## src/rtl/seven_seg_reader.sv

```systemverilog
// seven_seg_reader
//   Watches a two-digit multiplexed seven-segment display bus and recovers the
//   hex value shown on each digit. A {digit_en, seven_seg} pattern is accepted
//   only after it has been captured STABLE_CYCLES times in a row. Each stable
//   run is committed exactly once.
//
//   Optional feature: define SEVEN_SEG_BLANK_DETECT_EN to treat the all-off
//   code 1111111 as a blank digit. A blank clears that digit's valid bit
//   silently. Without the macro, the all-off code is an illegal pattern.
//
// Ports
//   clk         in   rising-edge clock
//   reset       in   synchronous active-low reset
//   seven_seg   in   [6:0] active-low segments, [6]=g ... [0]=a
//   digit_en    in   [1:0] active-high digit select (01 = digit0, 10 = digit1)
//   digit0      out  [3:0] last accepted hex value of digit0
//   digit1      out  [3:0] last accepted hex value of digit1
//   valid       out  [1:0] valid[i] set while digit i holds an accepted legal value
//   update      out  one-cycle pulse when a digit is written
//   bad_pattern out  one-cycle pulse when a stable pattern is illegal
module seven_seg_reader #(
  parameter int unsigned STABLE_CYCLES = 4
) (
  input  logic       clk,
  input  logic       reset,
  input  logic [6:0] seven_seg,
  input  logic [1:0] digit_en,
  output logic [3:0] digit0,
  output logic [3:0] digit1,
  output logic [1:0] valid,
  output logic       update,
  output logic       bad_pattern
);

  localparam logic [7:0] STABLE_MAX = 8'(STABLE_CYCLES);

`ifdef SEVEN_SEG_BLANK_DETECT_EN
  localparam logic BLANK_DETECT = 1'b1;
`else
  localparam logic BLANK_DETECT = 1'b0;
`endif

  typedef enum logic {TRACK, LOCKED} state_t;

  state_t     state;
  state_t     state_next;
  logic [8:0] samp;
  logic [8:0] incoming;
  logic [7:0] cnt;
  logic       same;
  logic       commit;
  logic       dec_legal;
  logic [3:0] dec_value;
  logic       is_blank;
  logic       one_hot;
  logic       sel;

  assign incoming = {digit_en, seven_seg};
  assign same     = (incoming == samp);
  assign one_hot  = (samp[8:7] == 2'b01) || (samp[8:7] == 2'b10);
  assign sel      = samp[8];
  assign is_blank = BLANK_DETECT && (samp[6:0] == 7'b1111111);

  // Decode the captured segment pattern into its hex nibble.
  always_comb begin
    dec_legal = 1'b1;
    dec_value = 4'h0;
    case (samp[6:0])
      7'b1000000: dec_value = 4'h0;
      7'b1111001: dec_value = 4'h1;
      7'b0100100: dec_value = 4'h2;
      7'b0110000: dec_value = 4'h3;
      7'b0011001: dec_value = 4'h4;
      7'b0010010: dec_value = 4'h5;
      7'b0000010: dec_value = 4'h6;
      7'b1111000: dec_value = 4'h7;
      7'b0000000: dec_value = 4'h8;
      7'b0011000: dec_value = 4'h9;
      7'b0001000: dec_value = 4'hA;
      7'b0000011: dec_value = 4'hB;
      7'b1000110: dec_value = 4'hC;
      7'b0100001: dec_value = 4'hD;
      7'b0000110: dec_value = 4'hE;
      7'b0001110: dec_value = 4'hF;
      default:    dec_legal = 1'b0;
    endcase
  end

  // A commit always uses the old samp. When new inputs arrive on the commit
  // edge, the machine stays in TRACK. That way, the run that has just
  // started still gets its own commit.
  always_comb begin
    state_next = state;
    commit     = 1'b0;
    case (state)
      TRACK: begin
        if (cnt == STABLE_MAX) begin
          commit     = 1'b1;
          state_next = same ? LOCKED : TRACK;
        end
      end
      LOCKED: begin
        if (!same) state_next = TRACK;
      end
      default: state_next = TRACK;
    endcase
  end

  always_ff @(posedge clk) begin
    if (!reset) state <= TRACK;
    else        state <= state_next;
  end

  // Sample and run counter. A changed input restarts the run at 1, and the
  // count saturates so that a long, steady display cannot wrap it.
  always_ff @(posedge clk) begin
    if (!reset) begin
      samp <= '0;
      cnt  <= '0;
    end else begin
      samp <= incoming;
      if (!same)                    cnt <= 8'd1;
      else if (cnt >= STABLE_MAX)   cnt <= STABLE_MAX;
      else                          cnt <= cnt + 8'd1;
    end
  end

  // Output registers. The pulses default low, so each one lasts exactly one
  // cycle. A commit with no digit selected (00 or 11) is ignored.
  always_ff @(posedge clk) begin
    if (!reset) begin
      digit0      <= 4'h0;
      digit1      <= 4'h0;
      valid       <= 2'b00;
      update      <= 1'b0;
      bad_pattern <= 1'b0;
    end else begin
      update      <= 1'b0;
      bad_pattern <= 1'b0;
      if (commit && one_hot) begin
        if (is_blank) begin
          valid[sel] <= 1'b0;
        end else if (dec_legal) begin
          if (sel) digit1 <= dec_value;
          else     digit0 <= dec_value;
          valid[sel] <= 1'b1;
          update     <= 1'b1;
        end else begin
          valid[sel]  <= 1'b0;
          bad_pattern <= 1'b1;
        end
      end
    end
  end

endmodule
```

## config.mk

```make
export PLATFORM = sky130hd
export DESIGN_NAME = seven_seg_reader
export DESIGN_NICKNAME = d
export VERILOG_FILES = /design/src/rtl/seven_seg_reader.sv
export SDC_FILE = /design/constraint.sdc
export NUM_CORES = 1
export LEC_CHECK = 0
export CORE_MARGIN = 2
export CORE_UTILIZATION = 30
export DETAILED_ROUTE_END_ITERATION = 10
export GPL_TIMING_DRIVEN = 0
export PLACE_DENSITY_LB_ADDON = 0.05
export SLEW_MARGIN = 20
export SYNTH_ARGS = -nofsm -noshare
export SYNTH_HDL_FRONTEND = slang
export SYNTH_SLANG_ARGS = --single-unit
```

## constraint.sdc

```tcl
create_clock -name clk -period 5.44 [get_ports clk]
set_input_delay 0.544 -clock clk [delete_from_list [all_inputs] [get_ports clk]]
set_output_delay 0.544 -clock clk [all_outputs]
set_load 0.02 [all_outputs]
```

# ---- Word-level counts from Yosys, hierarchy flattened
# Cells that the tools add are included.
dict set report op_classes {
  addsub 1
  order_cmp 3
  eq_ne 19
  mux 14
  n_bitwise 7
  reduce_logical 10
}
# operator n
set ops {}
lappend ops {{case mux 4 bit (15 select lines)} 1}
lappend ops {{equality test 7 bit (second input constant)} 4}
lappend ops {{equality test 7 x 5 -> 1 bit (second input constant)} 3}
lappend ops {{equality test 7 x 6 -> 1 bit (second input constant)} 3}
lappend ops {{OR reduction 16 bit} 1}
lappend ops {{equality test 7 x 2 -> 1 bit (second input constant)} 2}
lappend ops {{equality test 7 x 4 -> 1 bit (second input constant)} 2}
lappend ops {{equality test 9 bit} 1}
lappend ops {{two-way mux 1 bit} 9}
lappend ops {{adder 8 x 1 -> 8 bit (second input constant)} 1}
lappend ops {{equality test 8 x 3 -> 1 bit (second input constant)} 1}
lappend ops {{greater-or-equal comparator 8 x 3 -> 1 bit (second input constant)} 1}
lappend ops {{equality test 7 x 3 -> 1 bit (second input constant)} 1}
lappend ops {{logical NOT 7 bit} 1}
lappend ops {{AND reduction 3 bit} 2}
lappend ops {{NOT 1 bit} 4}
lappend ops {{AND reduction 2 bit} 2}
lappend ops {{two-way mux 3 bit} 1}
lappend ops {{OR reduction 3 bit} 1}
lappend ops {{AND 2 bit} 1}
lappend ops {{equality test 2 x 1 -> 1 bit (second input constant)} 1}
lappend ops {{equality test 2 bit (second input constant)} 1}
lappend ops {{logical AND 1 bit} 2}
lappend ops {{less-than comparator 1 x 2 -> 1 bit (second input constant)} 1}
lappend ops {{7 further kinds} 7}
dict set report word_totals {
  ff_bits 30
  input_bits 11
  word_cells 64
}

# ---- Longest topological paths before layout
# Gate-level depths: netlist of run 1.
dict set report depth {
  depth_word 7
  ltp_mapped 7
  ltp_nobuf 7
}

# ---- Worst setup path after synthesis of run 1
# No wires, ideal clock.
dict set report synth_timing {
  path_type {flip-flop to flip-flop}
  from {reg samp[4]}
  to {reg digit1[0]}
  setup_ps 72
  arrival_time_ps 1741
  t_required_ps 5368
  path_slack_ps 3627
  stages_incl_launch_ff 6
  path_buffers 0
  period_less_slack_ps 1813
  cell_sequence {dfxtp_1 -> or4b_1 -> a2bb2oi_1 -> a221o_2 -> a31oi_4 -> mux2i_1}
}
dict set report synth_between {
  elab_chain_len 4
}
# item line_no
set synth_rtl {}
lappend synth_rtl {{from (decl)} 47} ;# logic [8:0] samp;
lappend synth_rtl {{from (signal assigned)} 121} ;# samp <= incoming;
lappend synth_rtl {{equality test 7 x 4 -> 1 bit, or another cell as far along} 68} ;# case (samp[6:0])
lappend synth_rtl {{OR reduction 16 bit (no line)} -}
lappend synth_rtl {{two-way mux 1 bit} 68}
lappend synth_rtl {{AND reduction 3 bit (no line)} -}
lappend synth_rtl {{to (signal assigned)} 144} ;# if (sel) digit1 <= dec_value;
lappend synth_rtl {{to (decl)} 29} ;# output logic [3:0] digit1,
# Parallel ways exist; a longest one is shown, timed or not.
# A chain may end at the register's enable or synchronous reset.

# ---- Worst setup path after layout of run 1
dict set report layout_timing {
  from {reg samp[2]}
  to {reg digit1[3]}
}
# Same word-level chain as after synthesis.

==> out/metrics.yaml, run 1 <==
outcome:
  outcome: "completed"
logic_synthesis:
  yosysMostFrequentCell: "dfxtp_1"
  ys_ff_latch: 30
  synth_cell_types: 49
  synth-main-ff-cell: "dfxtp_1"
  syn_area_per_cell_um2: 9.079
  synthCells: 168
  async_reset_ff_share_pct: 0
  syn-cell-area_um2: 1525
  yosys_warnings: 0
  synth_area_leader_cell: "dfxtp_1"
  netlist_top_cells_count: "30 x dfxtp_1, 17 x nand2_1, 11 x and2_1"
  synth_edf_count: 0
  seq_area_frac_synth_pct: 39.38
  synthTopCellsByArea: "dfxtp_1 39%, and2_1 4.5%, nand2_1 4.2%"
  netlist.area_leader.share_pct: 39.38
detailed_routing:
  firstDrtPassIters: 4
  viasPerCell: 4.755
  via_count: 1279
  route.met2.wl_mm: 1.795
  ant_nets: 0
  m1WireLength_mm: 1.740
  drc: 0
  top_layer: "met4"
  met3_length_um: 89
  wl_per_cell_um: 13.67
  first_iter_violations: 91
  wl_mm: 3.678
floorplanning:
  ios: 23
  die_y_um: 75.30
  die_area_um2: 5670
  die_width_um: 75.30
  coreArea_um2: 4817
  rows: 25
  start_util_pct: 31.66
pwr:
  p_leak_nw: 0.7314
  max-vdd-ir-drop_v: 0.0001195
  p_per_area_nw_per_um2: 242.7
placed_design:
  dp_hpwl_mm: 2.767
  place.gp.congestion: 0.9002
  io_buffers: 22
  placed_area_um2: 1844
worst_setup_path:
  cp-startpoint: "samp[2]$_SDFF_PN0_"
  r2r-start: "samp[2]$_SDFF_PN0_"
  worstSetupEndpointType: "flop"
  crit_required_ns: 5.65
  worstSetupStartpointType: "flop"
  arrival_ns: 2.30
  crit_fanout: 10
  path_class: "flop to flop"
timing:
  fin_setup_tns_ns: 0
  grt_setup_unrepaired: "no"
  fin_crit_sh_pct: 38.55
  hold_viol: 0
  tightest_slew_ns: 0.5048
  max_slew_margin_pct: 66.35
  report.final.slew_viol_count: 0
  clock_skew_ns: 0.003531
  setup_violations: 0
  period_needed_ns: 2.097
  fmax_mhz: 476.8
final_layout:
  regArea_um2: 600.6
  multi_input_area_um2: 882.1
  fill_cells: 523
  syn_to_final_growth_pct: 26.91
  num_antenna_cells: 0
  final_cell_area_um2: 1936
  nets: 214
  drive_above_1_share_pct: 7.921
clocking:
  cts-hold-fix-buffers: 0
  cts.sinks: 30
  cts_resized: 0
  cts_tree: "built"
  htree_levels: 2
  clk_path_buf_depth: 2
  cts-buffers-inserted: 5
  worstSkewPairLatency_ns: 0.28
  cts_setup_buffers: 0
  clkTransAtPathRegs_ns: 0.06
  cts-root-buf: "clkbuf_8"
global_route:
  grt_overflow: 0
  grt_pass1_vias: 1367
  gr-usage-all-layers_pct: 14.95
  antenna_found_initial: 0
  grt_pass1_wl_mm: 6.327
  grt_max_degree: 11
worst_hold_path:
  min-delay-start: "digit0[3]$_SDFFE_PN0P_"
  hold_path.class: "flop to flop"
flow_run:
  max_cap_viol_count: 0
-- metrics by stage --
stage,total power [mW],cells,utilization [%],setup WS [ns],hold slack [ns]
detailed placement,0.2951,261,38.29,3.347,0.4523
CTS,0.4763,269,40.18,3.319,0.4650
floorplan,0.2743,172,-,3.627,0.4411
global route,0.4955,269,40.18,3.110,0.4963
global placement,0.2942,261,38.29,3.374,0.4410
finish,0.4697,269,40.18,3.343,0.4586
-- cell usage in the layout (no fill, tap or decap), drive strengths merged, types with 3 or more instances in the layout --
master and n:
nand3 4, xor2 6, dfxtp 30, buf 6, and3 5, nand2 17
inv 4, xnor2 7, clkdlybuf4s50 22, conb 5, nor2 8, nor2b 5
clkbuf 11, a21oi 3, a21o 3, nor4 3, nor3b 4, and2 11
nand2b 3, mux2i 6
-- area by class of cell --
cell class,count,share of cell area [%]
Clock buffer,7,4.460
Inverter,4,0.7757
Buffer,10,2.198
Multi-Input combinational cell,128,45.57
Clock inverter,1,0.2586
Tap cell,67,4.331
Sequential cell,30,31.03
Timing Repair Buffer,22,11.38
-- critical path, cell delays in order (launching register included) --
cell       delay (ns)
dfxtp_1          0.38
clkbuf_1         0.42
nand3b_1         0.13
a2111oi_1        0.45
a21oi_2          0.15
a31oi_4          0.29
mux2i_1          0.21
-- cell families after synthesis --
| logic type | count (synthesis) | share of synthesized area [%] |
|---|---|---|
| muxes | 6 | 3.938 |
| buffers and inverters | 14 | 3.773 |
| DFF | 30 | 39.38 |
| AOI/OAI and AO/OA | 27 | 15.67 |
| other | 1 | 0.2459 |
| xor gates and xnor gates | 13 | 7.465 |
| and+or+nand+nor | 75 | 27.89 |
| adders and majority gates | 2 | 1.640 |
-- layer usage --
layer / track usage [%] / vias to the layer above
met5: 0 / -
met4: 6.433 / 0
met3: 3.968 / 7
met2: 24.15 / 12
met1: 18.84 / 607
li1: - / 653
-- power by group --
group	leakage (nW)	internal, mW	switching [mW]	total, mW
Combinational	0.437	0.0269	0.0331	0.0601
Sequential	0.246	0.226	0.00444	0.230
Clock	0.0482	0.102	0.0776	0.179
Total	0.731	0.354	0.115	0.470
-- sequential cells by signal, indices dropped and copies added, names as in the netlist, named ones only --
name and flops:
samp 9, cnt 8, digit0 4, digit1 4, bad_pattern 1, state 1
update 1
-- final timing paths --
check	endpoint	slack (ns)	depth (start not counted)
setup / recovery	digit1[3]$_SDFFE_PN0P_	3.34	6
hold / removal	digit0[3]$_SDFFE_PN0P_	0.46	2
setup reg to reg	digit1[3]$_SDFFE_PN0P_	3.34	6
hold reg to reg	digit0[3]$_SDFFE_PN0P_	0.46	2
Power figures use the tool's default switching activity.
==> run 2: changes to the inputs <==
clock period = 1.7 ns   (was 5.44 ns; I/O delays follow)
==> out/metrics.yaml, run 2 (synthesized netlist as in run 1, its figures left out) <==
clocking:
  worstSkewPairLatency_ns: 0.28
  cts-hold-fix-buffers: 0
  clkTransAtPathRegs_ns: 0.07
  htree_levels: 2
  cts-buffers-inserted: 5
  cts.sinks: 30
  clk_path_buf_depth: 2
  cts-root-buf: "clkbuf_8"
  cts_tree: "built"
floorplanning:
  start_util_pct: 31.66
  die_y_um: 75.30
  coreArea_um2: 4817
  rows: 25
  die_width_um: 75.30
  die_area_um2: 5670
  ios: 23
final_layout:
  regMostFlops: "samp"
  drive_above_1_share_pct: 17.24
  regArea_um2: 608.1
  reg_top3: "samp x9, cnt x8"
  final_cell_mix: "26 x dfxtp_1, 22 x clkdlybuf4s50_1, 17 x nand2_1"
  mostFrequentLayoutCell: "dfxtp_1"
  syn_to_final_growth_pct: 35.77
  num_antenna_cells: 0
  multi_input_area_um2: 937.1
  fill_cells: 506
  nets: 215
  largest_reg_flops: 9
global_route:
  gr-usage-all-layers_pct: 14.47
  grt_overflow: 0
  grt_max_degree: 11
  grt_pass1_vias: 1236
  antenna_found_initial: 0
  grt_pass1_wl_mm: 6.037
outcome:
  violations: "negative setup slack"
  outcome: "finished, violations left"
timing:
  clock_skew_ns: 0.004817
  setup_violations: 12
  fin_ws_ns: -0.2450
  fin_setup_tns_ns: -2.341
  worst_hold_slack_ns: 0.4564
  period_needed_ns: 1.945
  fin_crit_sh_pct: 114.4
  fmax_mhz: 514.2
  report.final.slew_viol_count: 0
  hold_viol: 0
  grt_setup_unrepaired: "yes"
pwr:
  p_leak_nw: 0.7946
  p_per_area_nw_per_um2: 890.7
  max-vdd-ir-drop_v: 0.0005486
placed_design:
  place.gp.congestion: 0.7758
  io_buffers: 22
  dp_hpwl_mm: 2.641
worst_setup_path:
  path_class: "flop to flop"
  cp_cell_sequence: "or4b_4 > a2bb2oi_1 > a221o_2 > a31oi_4 > mux2i_1"
  max_stage_delay_ns: 0.51
  crit_slowest_cell: "or4b_4"
  worstSetupEndpointType: "flop"
  arrival_ns: 2.16
  worstSetupStartpointType: "flop"
  crit_required_ns: 1.91
  crit_fanout: 7
detailed_routing:
  ant_nets: 0
  wl_mm: 3.639
  firstDrtPassIters: 4
  viasPerCell: 4.837
  drc: 0
  wl_per_cell_um: 13.48
  first_iter_violations: 76
  via_count: 1306
flow_run:
  max_cap_viol_count: 0
worst_hold_path:
  hold_path.class: "flop to flop"
## run 2: cell types whose count changed in the layout (fill, tap and decap cells not counted), sizes merged
cell    before  now
clkinv       1    0
bufinv       0    2
## run 2: power breakdown
part / switching (mW) / total (mW) / leakage [nW] / internal [mW]
clock network: 0.271 / 0.895 / 0.0714 / 0.625
logic: 0.113 / 0.211 / 0.475 / 0.0982
registers: 0.0155 / 0.738 / 0.248 / 0.722
## run 2: worst max-delay path, delay by kind of cell, from the launching register on
family             cells  cell delay (ns)
and+or+nand+nor        1             0.51
muxes                  1             0.21
DFF                    1             0.37
AOI/OAI and AO/OA      3             0.79
## run 2: final cells by class
cell class	count	share of cell area, %
multi-input combinational	128	45.26
inverter	4	0.7251
buffer	10	2.719
timing repair buffer	23	11.00
clock buffer	6	3.988
tap	67	4.048
clock inverter	2	2.900
sequential	30	29.37
## run 2: path summary, 6_finish.rpt
kind / depth (start not counted) / from / slack (ns) / endpoint
setup / recovery: 5 / samp[5]$_SDFF_PN0_ / -0.24 / digit1[1]$_SDFFE_PN0P_
hold / removal: 2 / digit1[0]$_SDFFE_PN0P_ / 0.46 / digit1[0]$_SDFFE_PN0P_
setup reg to reg: 5 / samp[5]$_SDFF_PN0_ / -0.24 / digit1[1]$_SDFFE_PN0P_
hold reg to reg: 2 / digit1[0]$_SDFFE_PN0P_ / 0.46 / digit1[0]$_SDFFE_PN0P_
## run 2: metal layers
layer,GRT usage [%],up-vias,share of wire (%)
met2,22.22,25,49
met3,3.704,6,4.2
met4,5.653,0,1.5
met5,0,-,0
li1,-,655,-
met1,19.53,620,45
## run 2: what timing repair did
item	4_1_cts	5_1_grt
pin swaps	2	3
gates resized for setup	8	13
setup buffers	1	0
cloned	0	0
endpoints found under the setup margin	15	15
## run 2: through the flow
stage               util (%)  setup slack [ns]  total power [mW]  instances  area (um2)
global placement       38.34           -0.4074            0.9410        261        1847
detailed placement     38.34           -0.3647            0.9426        261        1847
finish                 42.99           -0.2450             1.844        270        2071
CTS                    41.87           -0.3039             1.860        270        2017
global route           42.99           -0.3182             1.924        270        2071
floorplan                  -           -0.1096            0.8783        172        1543
